<file path="src/rtl/counter_pkg.sv">
// Shared counter types and constants for the loadable up counter.
package counter_pkg;
    localparam int CNT_W = 4;

    typedef logic [CNT_W-1:0] cnt_t;

    localparam cnt_t CNT_RST = '0;
    localparam cnt_t CNT_MAX = '1;
endpackage

</file>
<file path="src/rtl/modport_counter.sv">
// Loadable free-running up counter: sync reset beats load beats increment.
// The output is the register itself, so no input reaches data_out combinationally.
module modport_counter
    import counter_pkg::*;
#(
    parameter int WIDTH = CNT_W
) (
    input  logic             clock,
    input  logic             rst,
    input  logic             load,
    input  logic [WIDTH-1:0] data_in,
    output logic [WIDTH-1:0] data_out
);

    logic [WIDTH-1:0] cnt_q;
    logic [WIDTH-1:0] cnt_nxt;

    // Increment wraps naturally at WIDTH bits; no carry out is kept.
    always_comb begin
        cnt_nxt = cnt_q + {{(WIDTH-1){1'b0}}, 1'b1};
        if (load) begin
            cnt_nxt = data_in;
        end
    end

    always_ff @(posedge clock) begin
        if (rst) begin
            cnt_q <= '0;
        end else begin
            cnt_q <= cnt_nxt;
        end
    end

    assign data_out = cnt_q;

`ifdef MODPORT_COUNTER_SVA
    a_rst  : assert property (@(posedge clock) rst |=> data_out == '0);
    a_load : assert property (@(posedge clock) (load && !rst) |=> data_out == $past(data_in));
    a_inc  : assert property (@(posedge clock) (!load && !rst)
                              |=> data_out == WIDTH'($past(data_out) + 1'b1));
`endif

endmodule

</file>
<file path="config.mk">
export PLATFORM = sky130hd
export DESIGN_NAME = modport_counter
export DESIGN_NICKNAME = d
export VERILOG_FILES = /design/src/rtl/counter_pkg.sv /design/src/rtl/modport_counter.sv
export SDC_FILE = /design/constraint.sdc
export NUM_CORES = 1
export LEC_CHECK = 0
export CORE_AREA = 5 5 42 44
export DETAILED_ROUTE_END_ITERATION = 16
export DIE_AREA = 0 0 47 49
export HOLD_SLACK_MARGIN = 0.12
export PLACE_DENSITY = 0.43
export SYNTH_ARGS = -nofsm -noshare
export SYNTH_HDL_FRONTEND = slang
export SYNTH_SLANG_ARGS = --single-unit
</file>
<file path="constraint.sdc">
create_clock -name clock -period 2.43 [get_ports clock]
set_clock_uncertainty 0.05 [all_clocks]
set_input_delay 0.486 -clock clock [delete_from_list [all_inputs] [get_ports clock]]
set_output_delay 0.486 -clock clock [all_outputs]
set_load 0.005 [all_outputs]
</file>
==> results.md, run 1 <==
- The run finished with clean final reports.
- The family with the most delay on the worst path is buffers and inverters.
- The last weighted congestion value of the routability-driven placer is roughly 0.67.
- The first routing iteration left 2 violations.
- Across the whole layout, storage elements account for roughly 80 um2.
- The first global-routing pass estimated around 740 um of wire.
- The length in cells of the worst reg-to-reg path is 3.
- STA puts the critical path data required time at between 1.5 and 2 ns.
- In the layout the commonest cells are sky130_fd_sc_hd__clkdlybuf4s50_1, sky130_fd_sc_hd__nor2b_1, sky130_fd_sc_hd__dfxtp_1.
- After clock tree synthesis, the clock-pin slew on the worst setup and hold paths is 0.04 ns.
- Across the run, the number of max-cap violations was 0.
- The area of the core is ~1400 um2.
- The adder-cell share of the synthesized area is under 10%.
- In the finished design, the share of the clock period the worst path needs comes to between 70% and 80%.
- Dividing total power by cell area gives a power density of 590 nW/um2.
- The dominant combinational cell family by area after synthesis is compound AO/OA/AOI/OAI gates.
- The number of flip-flops in the largest register is 4.
- The count of cell types in the netlist is 11.
- Global routing finished with a remaining overflow of 0.
- Entering global routing, the biggest net connects 8 pins.
- The full die area is about 2300 um2.
- The worst slew margin relative to its limit is 80.3%.
- The count of cells resized by post-cts repair is 0.
- The die is between 40 and 50 um wide.
- TritonCTS built the clock tree.
- The highest clock frequency the design can meet is slightly below 600 MHz.
- The worst voltage drop across the vdd grid is between 0.0002 and 0.00025 V.
- Counting both buffers and inverters, the worst setup path holds a total of 1.
- The slowest cell on the critical path is sky130_fd_sc_hd__clkdlybuf4s50_1.
- Clock tree synthesis found a total of 4 sinks.
- The number of antenna cells inserted is 0.
- The sequential-to-total area share from yosys stat is 42.4%.
- Hold repair after CTS inserted 0 buffers.
- The worst setup path endpoint is data_out[0].
- The placed instance count is 44.
- The synthesized design devotes to its leading area cell type between 40 and 50% of total area.
- In the global route stage, overall resource usage came out at roughly 4.9%.
- Summing all multi-input logic gate instances after layout gives about 110 um2.
- The number of detailed-route iterations in the first pass is 4.
- CTS built an H-tree with a depth of 1.
- The later pin in the worst-skew pair is clocked with a latency of approximately 0.24 ns.
- At the pin with the least slew margin, the transition time is ~0.29 ns.
- The routed wire length per instance is 10.3 um.
- In this run the critical register-to-register path is captured at data_out[2]$_SDFF_PP0_.
- The total of fill cells in the finished design is around 160.
- In this run the remaining antenna-violating nets after routing total 0.
- The type of the most critical hold path is register to register.
- The slack of the worst reg-to-reg path is about 1.4 ns.
- The static power due to leakage is about 0.13 nW.
- The final total power is slightly below 0.2 mW.
- The initial antenna violation count is 0.
- The worst setup path is of the register to primary output kind.
- The synthesized netlist occupies a cell area of roughly 190 um2.
- Once layout is complete, the cells apart from fillers number between 40 and 50.
- Sorting the synthesized cells by area gives the leading types as sky130_fd_sc_hd__dfxtp_1, sky130_fd_sc_hd__nor2b_1, sky130_fd_sc_hd__a2111oi_2, sky130_fd_sc_hd__a211oi_1, sky130_fd_sc_hd__ha_1.
- The area added between synthesis and finish is 75.5%.
- The detailed-route via count is about 190.
- The number of nets in the synthesized netlist is 26.
- The number of pins exceeding their max-slew limit in the final report is 0.
- Measured along the y axis, the die boundary spans slightly below 50 um.
- The total number of yosys warnings is 0.
- At the worst endpoint, the arrival time is around 1.2 ns.
- The post-route netlist has around an eighth of its cells at a drive strength greater than 1.
- Port buffering added 10 buffers.
- Setup violations remaining at the end of the flow were counted as 0.
- Row generation in the floorplan step produced 14 rows.
- After routing, the total negative slack on setup checks comes to 0 ns.
- In the synthesized netlist, the number of instances is 18.
- The worst path needs around 1.7 ns of the cycle, external delays included.
- STA classifies the critical path endpoint as a primary output.
- The number of ports placed on the die boundary is 11.
- In the synthesized netlist, mux cells make up approximately 5.3% of the area.
- The area fraction in compound gates after synthesis is 20.5%.
- The mean area per synthesized cell is ~10 um2.
- The parity-gate share of the synthesized area counting xor and xnor cells is 4.64%.
- On the final layout, the worst hold slack is ~0.50 ns.
- The synthesized design contains 4 register bits.
- The critical path launch point type is a register.
- The routed design has between 400 and 500 um of wire.
- After clock tree synthesis, the setup repair step added 0 buffers.
- The synthesized design spends more area on one cell type than any other, namely sky130_fd_sc_hd__dfxtp_1.
- Counting along the longest clock path gives a buffer depth of 2.
- The cell sitting at the root of the clock tree is a sky130_fd_sc_hd__clkbuf_4.
- The remaining routing DRC violations is 0.
- The critical path depth is 1.
- The number of endpoints with negative hold slack in the final report is 0.
- The number of vias per cell after detailed routing is 4.11.
- The via count of the first global-routing pass was around 200.
- The maximum fanout count along the critical path is 5.
- The worst register-to-register path begins at data_out[0]$_SDFF_PP0_.
- The total clock buffers created by CTS is 3.
- At the end of the flow, the number of nets in the layout was 41.
- The simple-gate share of the synthesized area is ~19%.
- The start point of the critical path is data_out[0]$_SDFF_PP0_.
- Walking the worst path, the cells encountered are clkdlybuf4s50_1.
- The initial core utilization is a little over an eighth.
- Setup repair after global routing left no endpoint under its margin.
- On the worst path, the slowest cell contributes a delay of approximately 0.53 ns.
- The most frequent standard cell in the layout excluding fill and tap cells is sky130_fd_sc_hd__clkdlybuf4s50_1.
[final cells by class]
type	instances	share of cell area, %
multi-input cells	13	31.7
repair buffers	10	30.2
flip-flops and latches	4	24.2
well taps	16	6.04
clock buffers	3	6.79
inverters	1	1.13
[cell usage after synthesis]
library cell and n:
sky130_fd_sc_hd__a2111oi_2 1, sky130_fd_sc_hd__a211oi_1 2, sky130_fd_sc_hd__a311oi_1 1, sky130_fd_sc_hd__and3_1 1
sky130_fd_sc_hd__dfxtp_1 4, sky130_fd_sc_hd__ha_1 1, sky130_fd_sc_hd__inv_1 1, sky130_fd_sc_hd__mux2i_1 1
sky130_fd_sc_hd__nor2_1 1, sky130_fd_sc_hd__nor2b_1 4, sky130_fd_sc_hd__xnor2_1 1
[cell families (layout without fill, tap and decap cells)]
group | count (synthesis) | count (layout)
adders and majority gates | 1 | 1
DFF | 4 | 4
AOI/OAI and AO/OA | 4 | 4
and+or+nand+nor | 6 | 6
muxes | 1 | 1
xor gates and xnor gates | 1 | 1
buffers and inverters | 1 | 14
[worst min-delay path by stage]
stage                                 startpoint                endpoint  slack (ns)  cells after the start
after floorplan           data_out[0]$_SDFF_PP0_  data_out[0]$_SDFF_PP0_        0.45                      1
after global placement    data_out[0]$_SDFF_PP0_  data_out[0]$_SDFF_PP0_        0.48                      1
after detailed placement  data_out[0]$_SDFF_PP0_  data_out[0]$_SDFF_PP0_        0.49                      1
after CTS                 data_out[0]$_SDFF_PP0_  data_out[0]$_SDFF_PP0_        0.50                      1
after global routing      data_out[0]$_SDFF_PP0_  data_out[0]$_SDFF_PP0_        0.53                      1
final                     data_out[0]$_SDFF_PP0_  data_out[0]$_SDFF_PP0_        0.50                      1
[power by group]
group	leakage (nW)	switching [mW]	internal [mW]	total (mW)
Sequential	0.0333	0.00541	0.0715	0.0769
Clock	0.0138	0.0271	0.0552	0.0823
Combinational	0.0813	0.0117	0.0248	0.0364
[layer usage]
metal | wire (um) | vias to the layer above | track usage, %
met4 | 8 | 0 | 4.15
met5 | 0 | - | 0
met1 | 190 | 89 | 4.38
met3 | 39 | 2 | 3.69
met2 | 243 | 8 | 6.79
li1 | - | 94 | -
[metrics by stage]
stage               cell area [um2]  worst slack [ns]  util, %
CTS                             332             0.716     23.7
detailed placement              309             0.716     22.1
finish                          332             0.728     23.7
global route                    332             0.681     23.7
global placement                309             0.765     22.1
floorplan                       189              1.38        -
(Power assumes the default switching activity.)
==> run 2, diff against run 1 <==
==> constraint.sdc (replaced) <==
create_clock -name clock -period 1.8 [get_ports clock]
set_clock_uncertainty 0.05 [all_clocks]
set_input_delay 0.36 -clock clock [delete_from_list [all_inputs] [get_ports clock]]
set_output_delay 0.36 -clock clock [all_outputs]
set_load 0.005 [all_outputs]
==> results.md, run 2 (synthesized netlist as in run 1, its figures left out) <==
- The placed wire-length estimate after detailed placement is approximately 380 um.
- The detailed-route via count is 187 (-3.1%).
- The count of cells resized by post-cts repair is 0 (unchanged).
- The actual transition at the worst max-transition pin came to 0.279 ns (-0.0135 ns).
- The initial core utilization is 13.5% (unchanged).
- The clock-pin slew on the worst setup and hold paths is 0.04 ns (about the same).
- The static power due to leakage is 0.128 nW (unchanged).
- The number of ports placed on the die boundary is 11 (unchanged).
- The number of detailed-route iterations in the first pass was 4 (unchanged).
- The required time at the endpoint of the critical path was 1.39 ns (-0.50 ns).
- The power density over the cells was 788 nW/um2 (+34%).
- The slowest cell on the critical path is sky130_fd_sc_hd__clkdlybuf4s50_1.
- The total routed wirelength is 462 um (-4.1%).
- The routed wire length per instance is 9.83 um (-4.1%).
- The critical path arrival is 1.16 ns (about the same).
- The initial antenna violation count came to 0 (unchanged).
- The number of levels in the clock H-tree is 1 (unchanged).
- The worst-case clock buffer depth is 2 (unchanged).
- STA classifies the critical path endpoint as a primary output.
- The worst slew margin relative to its limit came to 81.3% (+0.91 points).
- The post-route non-filler standard cell count is 47 (unchanged).
- The number of pins exceeding their max-slew limit in the final report is 0 (unchanged).
- The combined buffer and inverter count along the critical path is 1 (unchanged).
- The number of flip-flops in the largest register was 4 (unchanged).
- Leaving out fill and tap cells, the most frequent cells in the layout are sky130_fd_sc_hd__clkdlybuf4s50_1, sky130_fd_sc_hd__nor2b_1, sky130_fd_sc_hd__dfxtp_1.
- The type of the worst setup path is register to primary output.
- The overall overflow remaining after global route is 0 (unchanged).
- The area added between synthesis and finish is 75.5% (unchanged).
- The final critical-path share of the clock period is between 80 and 90%.
- The fraction of the core area covered by cells at the end of the flow is 23.7% (unchanged).
- Static timing analysis puts the maximum clock frequency at 638 MHz.
- The signal on the critical path passes through clkdlybuf4s50_1.
- The width of the chip was 47 um (unchanged).
- The chip height is 49 um (unchanged).
- The design area is 332 um2 (unchanged).
- The number of antenna cells inserted came to 0 (unchanged).
- The worst hold path belongs to the class register to register.
- Leaving out fill and tap cells, the most frequent cell in the layout is sky130_fd_sc_hd__clkdlybuf4s50_1.
- The final worst-path setup slack is 0.233 ns (-0.495 ns).
- The tree is rooted in a sky130_fd_sc_hd__clkbuf_4.
- The number of nets in the finished design is 41 (unchanged).
- The largest stage delay on the critical path is 0.53 ns (about the same).
- The final-report setup violation count came to 0 (unchanged).
- The maximum fanout count along the critical path came to 5 (unchanged).
- The remaining routing DRC violations was 0 (unchanged).
- STA classifies the critical path startpoint as a register.
- The area of the core was 1400 um2 (unchanged).
- The family with the most delay on the worst path is buffers and inverters.
- The number of endpoints with negative hold slack in the final report is 0 (unchanged).
- The slack of the worst reg-to-reg path is 0.78 ns (-0.63 ns).
- The total global-route track usage was 4.37% (-0.49 points).
- The total cell area at the placement stage is 309 um2 (unchanged).
- The total clock buffers created by CTS came to 3 (unchanged).
- The aggregate negative setup slack is 0 ns (unchanged).
- The placed instance count is 44 (unchanged).
- The fraction of layout cells with a size suffix above 1 is 12.9% (unchanged).
- The count of max-cap constraint violations is 0 (unchanged).
- The maximum number of pins on one net before global-route repair is 8 (unchanged).
- The number of clock sinks came to 4 (unchanged).
- The run finished with clean final reports.
- The full die area came to 2300 um2 (unchanged).
- The number of vias per cell after detailed routing is 3.98 (-3.1%).
- The minimum setup slack after placement was 0.216 ns (-0.500 ns).
- The via count of the first global-routing pass was 181 (-11%).
- The buffer count from post-CTS setup fixing is 0 (unchanged).
- The clock period minus worst slack is 1.57 ns.
- The total number of placement rows came to 14 (unchanged).
- The quantity of I/O buffers inserted on ports came to 10 (unchanged).
- The detailed router's first-iteration violation count is 4 (+2).
- The worst voltage drop across the vdd grid is 0.000251 V (+2.9%).
- The insertion delay to the later sink of the worst-skew pair is 0.23 ns (about the same).
- The CTS tree is yes.
- The number of hold buffers added after cts is 0 (unchanged).
- The last weighted congestion value of the routability-driven placer is 0.675 (+0.40%).
- The wire length of the first global-routing pass is 676 um (-8.4%).
- The total of fill cells in the finished design came to 163 (+1.2%).
- Setup repair after global routing left no endpoint under its margin.
- The remaining antenna violation count after routing came to 0 (unchanged).
==> run 2: cell counts in the layout (fill, tap and decap cells not counted) <==
Identical to the previous run, type by type.
==> run 2: where the power goes <==
part,leakage (nW),internal (mW),switching (mW)
clock,0.0138,0.0744,0.0341
combinational,0.0813,0.0335,0.0152
sequential,0.0333,0.0965,0.00749
total,0.128,0.204,0.0568
==> run 2: path summary, 6_finish.rpt <==
check	from	end	depth (start not counted)
setup / recovery	data_out[0]$_SDFF_PP0_	data_out[0]	1
hold / removal	data_out[0]$_SDFF_PP0_	data_out[0]$_SDFF_PP0_	1
setup reg to reg	data_out[0]$_SDFF_PP0_	data_out[2]$_SDFF_PP0_	3
hold reg to reg	data_out[0]$_SDFF_PP0_	data_out[0]$_SDFF_PP0_	1
==> run 2: area by class of cell <==
type | instances | area (um2) | area share, %
multi-input cells | 13 | 105 | 31.7
repair buffers | 10 | 100 | 30.2
flip-flops and latches | 4 | 80.1 | 24.2
clock buffers | 3 | 22.5 | 6.79
well taps | 16 | 20.0 | 6.04
inverters | 1 | 3.75 | 1.13
==> run 2: stage by stage <==
stage | power (mW) | hold slack (ns)
floorplan | 0.121 | 0.379
global placement | 0.154 | 0.476
detailed placement | 0.155 | 0.485
CTS | 0.267 | 0.492
global route | 0.281 | 0.514
finish | 0.261 | 0.494
==> run 2: routing by layer <==
metal / global-route usage (%) / up-vias / wire (um)
met5: 0 / - / 0
met4: 2.76 / 0 / 0
met3: 3.69 / 0 / 43
met2: 5.66 / 6 / 220
met1: 4.62 / 88 / 199
li1: - / 93 / -
==> run 3, diff against run 2 <==
--- a/config.mk
+++ b/config.mk
@@ -5,11 +5,14 @@
 export SDC_FILE = /design/constraint.sdc
 export NUM_CORES = 1
 export LEC_CHECK = 0
+export CAP_MARGIN = 10
+export CELL_PAD_IN_SITES_DETAIL_PLACEMENT = 1
+export CELL_PAD_IN_SITES_GLOBAL_PLACEMENT = 2
 export CORE_AREA = 5 5 42 44
 export DETAILED_ROUTE_END_ITERATION = 16
 export DIE_AREA = 0 0 47 49
 export HOLD_SLACK_MARGIN = 0.12
-export PLACE_DENSITY = 0.43
+export PLACE_DENSITY = 0.63
 export SYNTH_ARGS = -nofsm -noshare
 export SYNTH_HDL_FRONTEND = slang
 export SYNTH_SLANG_ARGS = --single-unit
==> results.md, run 3 (synthesized netlist as in run 1, its figures left out) <==
- The kind of end point of the critical path is a primary output.
- The detailed-route via count is 202 (+8.0%).
- The met3 capacity usage during global routing is 5.90% (+2.2 points).
- The remaining antenna violation count after routing is 0 (unchanged).
- The worst voltage drop across the vdd grid is 0.000364 V (+45%).
- The worst hold path begins at data_out[0]$_SDFF_PP0_.
- The worst slew margin relative to its limit is 79.7% (-1.6 points).
- The aggregate negative setup slack is 0 ns (unchanged).
- The number of vias per cell after detailed routing is 4.30 (+8.0%).
- The length in cells of the worst reg-to-reg path is 3 (unchanged).
- The total clock buffers created by CTS is 3 (unchanged).
- The detailed router's first-iteration violation count is 0 (-4).
- The critical path arrival is 1.18 ns (+0.02 ns).
- The total routed wirelength came to 571 um (+24%).
- The total number of placement rows is 14 (unchanged).
- The clock-pin slew on the worst setup and hold paths is 0.04 ns (about the same).
- The number of hold buffers added after cts is 0 (unchanged).
- The slack of the worst reg-to-reg path was 0.75 ns (-0.03 ns).
- The power density over the cells came to 809 nW/um2 (+2.7%).
- The placed wire-length estimate after detailed placement is 459 um (+20%).
- The final total power came to 0.268 mW (+2.7%).
- The initial core utilization is 13.5% (unchanged).
- The number of ports placed on the die boundary is 11 (unchanged).
- The final critical-path share of the clock period is 88.1% (+1.1 points).
- Broken down by cell family, the worst path's largest delay share belongs to buffers and inverters.
- The global routing stage identified its most utilized layer as met2.
- The min-delay analysis places its worst path in the category register to register.
- The maximum fanout count along the critical path is 5 (unchanged).
- The required time at the endpoint of the critical path is 1.39 ns (about the same).
- The fraction of the core area covered by cells at the end of the flow was 23.7% (unchanged).
- TritonCTS built the clock tree.
- The number of nets in the finished design is 41 (unchanged).
- The total global-route track usage came to 6.34% (+2.0 points).
- The static power due to leakage is 0.128 nW (unchanged).
- The width of the chip is 47 um (unchanged).
- The insertion delay to the later sink of the worst-skew pair came to 0.23 ns (about the same).
- The worst-case clock buffer depth is 2 (unchanged).
- The overall overflow remaining after global route came to 0 (unchanged).
- The count of max-cap constraint violations is 0 (unchanged).
- The full die area was 2300 um2 (unchanged).
- The largest stage delay on the critical path came to 0.54 ns (about the same).
- The number of flip-flops in the largest register is 4 (unchanged).
- The number of endpoints with negative hold slack in the final report was 0 (unchanged).
- The via count of the first global-routing pass is 248 (+37%).
- The combined buffer and inverter count along the critical path was 1 (unchanged).
- The area of the core is 1400 um2 (unchanged).
- The slowest cell on the critical path is sky130_fd_sc_hd__clkdlybuf4s50_1.
- The critical path is of the register to primary output type.
- The cell sitting at the root of the clock tree is a sky130_fd_sc_hd__clkbuf_4.
- The start of the worst register-to-register path is data_out[0]$_SDFF_PP0_.
- The worst hold slack after final layout is 0.497 ns (+0.00256 ns).
- The met1 track utilization from global routing is 6.17% (+1.6 points).
- The flow ran to the end, and the final reports show no timing, DRC or antenna violations.
- The worst hold path stage count is 1 (unchanged).
- The highest clock frequency the design can meet came to 630 MHz (-1.2%).
- The capture point of the worst reg-to-reg path is data_out[2]$_SDFF_PP0_.
- The area added between synthesis and finish is 75.5% (unchanged).
- The critical path launch point type is a register.
- The chip height is 49 um (unchanged).
- The last weighted congestion value of the routability-driven placer is 0.678 (+0.49%).
- The initial antenna violation count is 0 (unchanged).
- The final-report setup violation count is 0 (unchanged).
- The number of detailed-route iterations in the first pass came to 1 (-3).
- The number of levels in the clock H-tree was 1 (unchanged).
- The clock period minus worst slack is 1.59 ns (+0.0197 ns).
- The buffer count from post-CTS setup fixing is 0 (unchanged).
- The count of cells resized by post-cts repair was 0 (unchanged).
- The library cell used most frequently in the layout, excluding fill and tap cells, is sky130_fd_sc_hd__clkdlybuf4s50_1.
- The wire length of the first global-routing pass came to 979 um (+45%).
- The actual transition at the worst max-transition pin is 0.303 ns (+0.0238 ns).
- The fraction of layout cells with a size suffix above 1 is 12.9% (unchanged).
- The number of pins exceeding their max-slew limit in the final report is 0 (unchanged).
- Setup repair after global routing left no endpoint under its margin.
- The number of clock sinks is 4 (unchanged).
- The number of antenna cells inserted is 0 (unchanged).
- The maximum number of pins on one net before global-route repair was 8 (unchanged).
- The routed wire length per instance is 12.1 um (+24%).
- Walking the worst path, the cells encountered are clkdlybuf4s50_1.
- The remaining routing DRC violations is 0 (unchanged).
- Leaving out fill and tap cells, the most frequent cells in the layout are sky130_fd_sc_hd__clkdlybuf4s50_1, sky130_fd_sc_hd__nor2b_1, sky130_fd_sc_hd__dfxtp_1.
- The quantity of I/O buffers inserted on ports is 10 (unchanged).
- For hold timing, the worst endpoint is data_out[0]$_SDFF_PP0_.
- The met2 layer usage reported by global route is 9.05% (+3.4 points).
## run 3: cell counts in the layout (fill, tap and decap cells not counted)
No cell type changed its count.
## run 3: how the worst max path moves through the flow
stage          cells past startpoint  slack [ns]              startpoint                     end
3_3_place_gp                       3        0.27                    load  data_out[3]$_SDFF_PP0_
6_report                           1        0.21  data_out[0]$_SDFF_PP0_             data_out[0]
2_1_floorplan                      3        0.82  data_out[0]$_SDFF_PP0_  data_out[2]$_SDFF_PP0_
3_5_place_dp                       3        0.22                    load  data_out[3]$_SDFF_PP0_
4_1_cts                            1        0.20  data_out[0]$_SDFF_PP0_             data_out[0]
5_1_grt                            1        0.16  data_out[0]$_SDFF_PP0_             data_out[0]
## run 3: report_power, final
group	switching, mW	internal, mW	total [mW]
Combinational	0.0166	0.0338	0.0504
Clock	0.0389	0.0747	0.114
Sequential	0.00781	0.0965	0.104
## run 3: final cells by class
cell class | instances | area (um2)
Clock buffer | 3 | 22.5
Fill cell | 165 | 1070
Inverter | 1 | 3.75
Multi-Input combinational cell | 13 | 105
Sequential cell | 4 | 80.1
Tap cell | 16 | 20.0
Timing Repair Buffer | 10 | 100
## run 3: routing by layer
metal  wire length, um  share of wire, %  vias to the layer above
li1                  -                 -                       94
met1               259                45                       95
met2               245                43                       13
met3                66                12                        0
met4                 0                 0                        0
met5                 0                 0                        -
## run 3: stage by stage
step	worst slack [ns]	cell area, um2	std cells
after floorplan	0.820	189	18
after global placement	0.270	309	44
after detailed placement	0.225	309	44
after CTS	0.197	332	47
after global routing	0.157	332	47
final	0.214	332	47
## run 3: worst reg2reg max path, stage by stage, from the launching register on
cell and delay [ns]:
sky130_fd_sc_hd__dfxtp_1 0.34, sky130_fd_sc_hd__ha_1 0.22, sky130_fd_sc_hd__xnor2_1 0.12, sky130_fd_sc_hd__a211oi_1 0.22
